==> config.mk <==
export PLATFORM = sky130hd
export DESIGN_NAME = hazard_tracker_flat
export DESIGN_NICKNAME = d
export VERILOG_FILES = /design/src/rtl/hazard_tracker_if.sv /design/src/rtl/hazard_tracker.sv /design/src/flat_wrapper.sv
export SDC_FILE = /design/constraint.sdc
export NUM_CORES = 1
export LEC_CHECK = 0
export CORE_MARGIN = 1.5
export CORE_UTILIZATION = 45
export DETAILED_ROUTE_END_ITERATION = 10
export PLACE_DENSITY = 0.86
export SYNTH_ARGS = -nofsm -noshare
export SYNTH_HDL_FRONTEND = slang
export SYNTH_SLANG_ARGS = --single-unit
==> constraint.sdc <==
create_clock -name clk -period 2.3 [get_ports clk]
set_input_delay 0.345 -clock clk [delete_from_list [all_inputs] [get_ports clk]]
set_output_delay 0.345 -clock clk [all_outputs]
set_load 0.005 [all_outputs]
==> src/rtl/hazard_tracker_if.sv <==
// Decode-side hazard bundle: per-instruction hazard fields from the decoder,
// MDU status and flush going in; stall and forwarding selects coming back.
interface hazard_tracker_if #(
  parameter int AW     = 5,
  parameter int TW     = 2,
  parameter int STAGES = 3
);
  localparam int SW = $clog2(STAGES + 1);

  logic          d_valid;
  logic [AW-1:0] d_rs;
  logic [AW-1:0] d_rt;
  logic          d_read_rs;
  logic          d_read_rt;
  logic [TW-1:0] d_tuse_rs;
  logic [TW-1:0] d_tuse_rt;
  logic [AW-1:0] d_a3;
  logic [TW-1:0] d_tnew;
  logic          d_is_md;
  logic          mdu_busy;
  logic          mdu_start;
  logic          flush;
  logic          stall;
  logic [SW-1:0] fwd_rs_sel;
  logic [SW-1:0] fwd_rt_sel;

  modport master (
    output d_valid, d_rs, d_rt, d_read_rs, d_read_rt, d_tuse_rs, d_tuse_rt,
           d_a3, d_tnew, d_is_md, mdu_busy, mdu_start, flush,
    input  stall, fwd_rs_sel, fwd_rt_sel
  );

  modport slave (
    input  d_valid, d_rs, d_rt, d_read_rs, d_read_rt, d_tuse_rs, d_tuse_rt,
           d_a3, d_tnew, d_is_md, mdu_busy, mdu_start, flush,
    output stall, fwd_rs_sel, fwd_rt_sel
  );
endinterface

==> src/rtl/hazard_tracker.sv <==
// Hazard and forwarding tracker for the pipelined MIPS core. Keeps one
// (destination, remaining-Tnew) record per post-decode stage and derives the
// decode stall and the forwarding-source selects from them.
module hazard_tracker #(
  parameter int AW       = 5,
  parameter int TW       = 2,
  parameter int STAGES   = 3,
  parameter int MD_BLOCK = 1
) (
  input logic             clk,
  input logic             reset,
  hazard_tracker_if.slave hz
);
  localparam int SW = $clog2(STAGES + 1);

  // Stage k: 1 = E, 2 = M, 3 = W, ...
  logic [AW-1:0] a3_r   [1:STAGES];
  logic [TW-1:0] tnew_r [1:STAGES];

  logic          hazard_rs;
  logic          hazard_rt;
  logic          md_stall;
  logic          stall_int;
  logic [SW-1:0] fwd_rs;
  logic [SW-1:0] fwd_rt;

  // Remaining-Tnew countdown that bottoms out at zero.
  function automatic logic [TW-1:0] dec_sat(input logic [TW-1:0] x);
    return (x == '0) ? '0 : (x - TW'(1));
  endfunction

  // A source matches a record only when it is really read and is not $0.
  function automatic logic src_match(input logic          rd,
                                     input logic [AW-1:0] src,
                                     input logic [AW-1:0] dst);
    return rd && (src != '0) && (dst == src);
  endfunction

  // Scan oldest to youngest so the youngest matching writer sets the select last.
  always_comb begin
    hazard_rs = 1'b0;
    hazard_rt = 1'b0;
    fwd_rs    = '0;
    fwd_rt    = '0;
    for (int k = STAGES; k >= 1; k--) begin
      fwd_rs    = src_match(hz.d_read_rs, hz.d_rs, a3_r[k]) ? SW'(k) : fwd_rs;
      fwd_rt    = src_match(hz.d_read_rt, hz.d_rt, a3_r[k]) ? SW'(k) : fwd_rt;
      hazard_rs = hazard_rs |
                  (src_match(hz.d_read_rs, hz.d_rs, a3_r[k]) && (tnew_r[k] > hz.d_tuse_rs));
      hazard_rt = hazard_rt |
                  (src_match(hz.d_read_rt, hz.d_rt, a3_r[k]) && (tnew_r[k] > hz.d_tuse_rt));
    end
  end

  // Decode freezes on an unready source or on an MDU-class op meeting a busy MDU.
  always_comb begin
    md_stall  = (MD_BLOCK != 0) && hz.d_valid && hz.d_is_md && (hz.mdu_busy || hz.mdu_start);
    stall_int = hz.d_valid && (hazard_rs || hazard_rt || md_stall);
  end

  assign hz.stall      = stall_int;
  assign hz.fwd_rs_sel = fwd_rs;
  assign hz.fwd_rt_sel = fwd_rt;

  // Advance records one stage per edge; reset and flush empty every stage.
  always_ff @(posedge clk or posedge reset) begin
    if (reset) begin
      for (int k = 1; k <= STAGES; k++) begin
        a3_r[k]   <= '0;
        tnew_r[k] <= '0;
      end
    end else if (hz.flush) begin
      for (int k = 1; k <= STAGES; k++) begin
        a3_r[k]   <= '0;
        tnew_r[k] <= '0;
      end
    end else begin
      if (hz.d_valid && !stall_int) begin
        a3_r[1]   <= hz.d_a3;
        tnew_r[1] <= dec_sat(hz.d_tnew);
      end else begin
        a3_r[1]   <= '0;
        tnew_r[1] <= '0;
      end
      for (int k = 2; k <= STAGES; k++) begin
        a3_r[k]   <= a3_r[k-1];
        tnew_r[k] <= dec_sat(tnew_r[k-1]);
      end
    end
  end
endmodule

==> src/flat_wrapper.sv <==
// flat-port wrapper written by rule: the top's interface ports become plain ports
module hazard_tracker_flat 
#(
  parameter int AW       = 5,
  parameter int TW       = 2,
  parameter int STAGES   = 3,
  parameter int MD_BLOCK = 1
)
  (clk, reset, hz_d_valid, hz_d_rs, hz_d_rt, hz_d_read_rs, hz_d_read_rt, hz_d_tuse_rs, hz_d_tuse_rt, hz_d_a3, hz_d_tnew, hz_d_is_md, hz_mdu_busy, hz_mdu_start, hz_flush, hz_stall, hz_fwd_rs_sel, hz_fwd_rt_sel);
  hazard_tracker_if #(.AW(AW), .TW(TW), .STAGES(STAGES)) hz_i ();
  input logic clk;
  input logic reset;
  input wire logic [$bits(hz_i.d_valid)-1:0] hz_d_valid;
  input wire logic [$bits(hz_i.d_rs)-1:0] hz_d_rs;
  input wire logic [$bits(hz_i.d_rt)-1:0] hz_d_rt;
  input wire logic [$bits(hz_i.d_read_rs)-1:0] hz_d_read_rs;
  input wire logic [$bits(hz_i.d_read_rt)-1:0] hz_d_read_rt;
  input wire logic [$bits(hz_i.d_tuse_rs)-1:0] hz_d_tuse_rs;
  input wire logic [$bits(hz_i.d_tuse_rt)-1:0] hz_d_tuse_rt;
  input wire logic [$bits(hz_i.d_a3)-1:0] hz_d_a3;
  input wire logic [$bits(hz_i.d_tnew)-1:0] hz_d_tnew;
  input wire logic [$bits(hz_i.d_is_md)-1:0] hz_d_is_md;
  input wire logic [$bits(hz_i.mdu_busy)-1:0] hz_mdu_busy;
  input wire logic [$bits(hz_i.mdu_start)-1:0] hz_mdu_start;
  input wire logic [$bits(hz_i.flush)-1:0] hz_flush;
  output wire logic [$bits(hz_i.stall)-1:0] hz_stall;
  output wire logic [$bits(hz_i.fwd_rs_sel)-1:0] hz_fwd_rs_sel;
  output wire logic [$bits(hz_i.fwd_rt_sel)-1:0] hz_fwd_rt_sel;
  assign hz_i.d_valid = hz_d_valid;
  assign hz_i.d_rs = hz_d_rs;
  assign hz_i.d_rt = hz_d_rt;
  assign hz_i.d_read_rs = hz_d_read_rs;
  assign hz_i.d_read_rt = hz_d_read_rt;
  assign hz_i.d_tuse_rs = hz_d_tuse_rs;
  assign hz_i.d_tuse_rt = hz_d_tuse_rt;
  assign hz_i.d_a3 = hz_d_a3;
  assign hz_i.d_tnew = hz_d_tnew;
  assign hz_i.d_is_md = hz_d_is_md;
  assign hz_i.mdu_busy = hz_mdu_busy;
  assign hz_i.mdu_start = hz_mdu_start;
  assign hz_i.flush = hz_flush;
  assign hz_stall = hz_i.stall;
  assign hz_fwd_rs_sel = hz_i.fwd_rs_sel;
  assign hz_fwd_rt_sel = hz_i.fwd_rt_sel;
  hazard_tracker #(.AW(AW), .TW(TW), .STAGES(STAGES), .MD_BLOCK(MD_BLOCK)) u_core (.clk(clk), .reset(reset), .hz(hz_i));
endmodule
Word level (Yosys, flattened, before mapping)
Index checks and enable logic that the tools add are counted.

word-level totals
  logic and storage cells = 65
  output and inout port bits = 5
  bits in registers = 21
  input port bits = 30

cells by class
  $lt $le $gt $ge = 6
  mux-type cells = 13
  eq/ne operators = 6
  reduce and logical (&&, ||, !) cells = 27
  $add $sub $neg = 3
  bitwise gates (word level) = 4

operators with widths
  kind                   number
  $eq A5 B5 Y1           6
  $mux W2                10
  $logic_and A1 B1 Y1    18
  $mux W15               1
  $gt A2 B2 Y1           6
  $reduce_bool A5 Y1     2
  $logic_not A2 Y1       3
  $mux W6                1
  $sub A2 B1 Y2 const B  3
  $mux W5                1
  $or A1 B1 Y1           4
  $logic_or A1 B1 Y1     3
  $logic_not A1 Y1       1

Logic depth before layout (Yosys ltp)
  word-level depth = 13
  mapped depth = 8
  gate-level depth less buffers = 7

Worst setup path before layout
OpenSTA, ideal clock, no wires.

  path kind = input -> output
  start = input port hz_d_rs[0]
  end = output port hz_stall
  slack = -0.034 ns
  data required time = 1.955 ns
  path buffers = 1
  data arrival time = 1.989 ns
  cell stages on the path = 6
  path through = or4_1 > o21ai_2 > nor4_1 > or4_4 > buf_6 > o21a_1

on the way
  word-level cells in the longest chain between the ends = 9
  elaborated cells between the ends (all ways) = 16
  those cells by class = eq/ne (3); bitwise (2); reduce/logical (11)

ends and longest elaborated chain
  what                                 RTL line              source
  from (decl)                          flat_wrapper.sv:14    input wire logic [$bits(hz_i.d_rs)-1:0] hz_d_rs;
  $reduce_bool A5 Y1                   hazard_tracker.sv:36  return rd && (src != '0) && (dst == src);
  $logic_and A1 B1 Y1 (2 in a row)     hazard_tracker.sv:36
  $logic_and A1 B1 Y1                  hazard_tracker.sv:49  (src_match(hz.d_read_rs, hz.d_rs, a3_r[k]) && (tnew_r[k] > hz.d_tuse_rs));
  $or A1 B1 Y1                         hazard_tracker.sv:48  hazard_rs = hazard_rs |
  $or A1 B1 Y1 (*)                     hazard_tracker.sv:48
  $logic_or A1 B1 Y1 (*) (2 in a row)  hazard_tracker.sv:58  stall_int = hz.d_valid && (hazard_rs || hazard_rt || md_stall);
  $logic_and A1 B1 Y1 (*)              hazard_tracker.sv:58
  to (decl)                            flat_wrapper.sv:26    output wire logic [$bits(hz_i.stall)-1:0] hz_stall;

Mark *: on every way between the ends. The rest lies on a longest branch, timed or not.

Worst setup path after layout
  start = input port hz_d_tuse_rs[0]
  end = output port hz_stall

on the way
  word-level cells in the longest chain between the ends = 7
  elaborated cells between the ends (all ways) = 11
  those cells by class = order compare (3); bitwise (2); reduce/logical (6)

ends and longest elaborated chain
  what                                 RTL line              source
  from (decl)                          flat_wrapper.sv:18    input wire logic [$bits(hz_i.d_tuse_rs)-1:0] hz_d_tuse_rs;
  $gt A2 B2 Y1                         hazard_tracker.sv:49
  $logic_and A1 B1 Y1                  hazard_tracker.sv:49
  $or A1 B1 Y1                         hazard_tracker.sv:48
  $or A1 B1 Y1 (*)                     hazard_tracker.sv:48
  $logic_or A1 B1 Y1 (*) (2 in a row)  hazard_tracker.sv:58
  $logic_and A1 B1 Y1 (*)              hazard_tracker.sv:58

Marked as above.

==> impl_metrics.tcl <==
set metrics [dict create \
    status "complete, but fails checks" \
    violations "negative setup slack" \
    ff2ff_setup_slack_ns 0.33 \
    ios 35 \
    cp-startpoint "hz_d_tuse_rs[0]" \
    grt_use_total 0.242 \
    grt_pass1_vias 1468 \
    grt_busiest_layer "met2" \
    start_util 0.482 \
    fp-row-count 20 \
    clockBufferDepth 2 \
    slowest_delay_ns 0.49 \
    grt_use_met3 0.0235 \
    place_ws_ns -0.781 \
    dp_hpwl_um 3180 \
    synth_cell_types 31 \
    slew-limit-headroom 0.490 \
    grt_use_met1 0.298 \
    clkTransAtPathRegs_ns 0.10 \
    max_freq_ghz 0.407 \
    grt_overflow 0 \
    final_common_cell "buf_4" \
    fin_crit_sh 1.07 \
    nets 271 \
    path_cells "clkdlybuf4s50_1, ha_1, nor2b_4, o21ai_2, nor4_2, or4_4, o21a_1, buf_2" \
    r2r_cells 7 \
    drc 0 \
    setup_violations 1 \
    vias 1416 \
    ant_nets 0 \
    final_area_um2 2310 \
    synth-seq-cells 21 \
    vdd_drop_max_mv 0.266 \
    rsz0062_at_grt "yes" \
    grtUsageMet2 0.445 \
    power_density_nw_per_um2 344 \
    clock_latency_ns 0.29 \
    min_path_type "reg2reg" \
    critPathArrivalTime_ns 2.11 \
    final_cell_mix "buf_4, dfrtp_1, xnor2_1" \
    dp_cells 263 \
    dr.pass1.iters 4 \
    area_growth_pct 53.5 \
    die_h_um 60.9 \
    dieArea_um2 3700 \
    start_kind "primary input" \
    p_leak_nw 1.06 \
    die_x_um 60.9 \
    synth_area_um2 1510 \
    antenna_found_initial 0 \
    multi_input_area_um2 1080 \
    finalWirelength_um 4220 \
    cp-end-kind "output port" \
    syn_nets 194 \
    max-cap-violations 0 \
    wl_per_cell_um 15.5 \
    vias_per_cell 5.21 \
    io_buffers 34 \
    final_max_slew_viol_count 0 \
    crit_required_ns 1.96 \
    crit_path_max_fanout 2 \
    fillers 217 \
    crit_type "in2out" \
    cp-endpoint "hz_stall" \
    gp_congestion 0.815 \
    htree_levels 1 \
    final.setup.worst_slack_ns -0.158 \
    drt_iter0_markers 65 \
    root_buffer "clkbuf_4" \
    drive_gt1_frac 0.395 \
    worstReg2RegStart "u_core.tnew_r[1]" \
    finClkSkew_ns 0.00264 \
    r2r_end "u_core.a3_r[12]" \
    final_hold_viol_count 0 \
    yosysWarnings 0 \
    cp_slowest_cell "clkdlybuf4s50_1" \
    syn_avg_cell_area_um2 9.91 \
    grt_pass1_wl_um 6520 \
    n_antenna_cell 0 \
    cts_buffers 3 \
    grt_max_degree 22 \
    instances_no_fill 272 \
    core_area_um2 3130 \
    seq_area_um2 526 \
    cts_tree "built" \
    dpl_cell_area_um2 2160 \
    finalCriticalPeriod_ns 2.46 \
    clkSinkCount 21 \
    worst_slew_pin_slew_ns 0.764 \
    synth-seq-area-share 0.349 \
    syn_inst 152 \
]
## cells by family (layout without fill, tap and decap cells)
group,after synthesis,in the layout,synth area share
adders and majority gates,12,12,0.0997
AOI/OAI and AO/OA,15,15,0.0797
and+or+nand+nor,64,64,0.267
buffers and inverters,10,86,0.0299
xor gates and xnor gates,30,30,0.174
DFF,21,21,0.349
## metrics by stage
stage / hold slack [ns] / util / setup TNS, ns / power (mW)
floorplan: 0.322 / - / 0 / 0.486
global placement: 0.418 / 0.692 / -4.64 / 0.605
detailed placement: 0.426 / 0.692 / -4.98 / 0.614
CTS: 0.440 / 0.722 / -0.226 / 0.781
global route: 0.454 / 0.739 / -0.238 / 0.838
finish: 0.436 / 0.739 / -0.158 / 0.796
## power breakdown
group | switching, mW | internal [mW]
Sequential | 0.00917 | 0.377
Clock | 0.0978 | 0.0674
Combinational | 0.111 | 0.134
## area by class of cell
cell class / instances / area share
clock buffers: 4 / 0.0114
flip-flops and latches: 21 / 0.227
inverters: 7 / 0.0114
multi-input cells: 121 / 0.469
well taps: 44 / 0.0238
repair buffers: 75 / 0.258
## synth_stat cells, drive strengths merged
| library cell | count | share of area |
|---|---|---|
| a21boi | 1 | 0.0050 |
| a21oi | 1 | 0.0033 |
| a2bb2oi | 1 | 0.0058 |
| buf | 1 | 0.0075 |
| clkbuf | 2 | 0.0050 |
| dfrtp | 21 | 0.35 |
| ha | 12 | 0.10 |
| inv | 7 | 0.017 |
| nand2 | 13 | 0.032 |
| nand3 | 6 | 0.020 |
| nand3b | 2 | 0.010 |
| nand4b | 1 | 0.0058 |
| nor2 | 1 | 0.0025 |
| nor2b | 17 | 0.071 |
| nor3 | 10 | 0.056 |
| nor3b | 4 | 0.020 |
| nor4 | 3 | 0.012 |
| o211a | 1 | 0.0066 |
| o21a | 1 | 0.0050 |
| o21ai | 8 | 0.032 |
| o21bai | 1 | 0.0050 |
| o221ai | 1 | 0.017 |
| or3 | 2 | 0.0091 |
| or4 | 5 | 0.028 |
| xnor2 | 21 | 0.12 |
| xor2 | 9 | 0.052 |
## registers in the layout, indices dropped and copies added, names as in the netlist
signal,count
u_core.tnew_r,6
u_core.a3_r,15
## worst min-delay path by stage
stage	endpoint	depth (start not counted)	from	slack (ns)
after floorplan	u_core.a3_r[0]	1	reset	0.32
after global placement	u_core.tnew_r[0]	1	u_core.tnew_r[2]	0.42
after detailed placement	u_core.tnew_r[0]	1	u_core.tnew_r[2]	0.43
after CTS	u_core.tnew_r[0]	1	u_core.tnew_r[2]	0.44
after global routing	u_core.tnew_r[0]	1	u_core.tnew_r[2]	0.45
final	u_core.tnew_r[2]	1	u_core.tnew_r[4]	0.44
## repair_timing
action	in CTS	in global routing
gates resized for setup	52	25
gates cloned	0	0
pin swaps	14	19
setup buffers	4	1
endpoints found under the hold margin	0	0
endpoints found under the setup margin	5	5
hold buffers	0	0
## routing by layer
layer	part of all wire	wire, µm
met1	0.42	1760
met2	0.53	2250
met3	0.033	139
met4	0.015	65
met5	0	0
## worst max-delay path: cells and delay by family
family                   cells  cell delay [ns]
AND/OR/NAND/NOR              3             0.61
AO/OA/AOI/OAI                2             0.34
adder cells (fa/ha/maj)      1             0.21
buffers and inverters        2             0.61
Power figures use the tool's default switching activity.
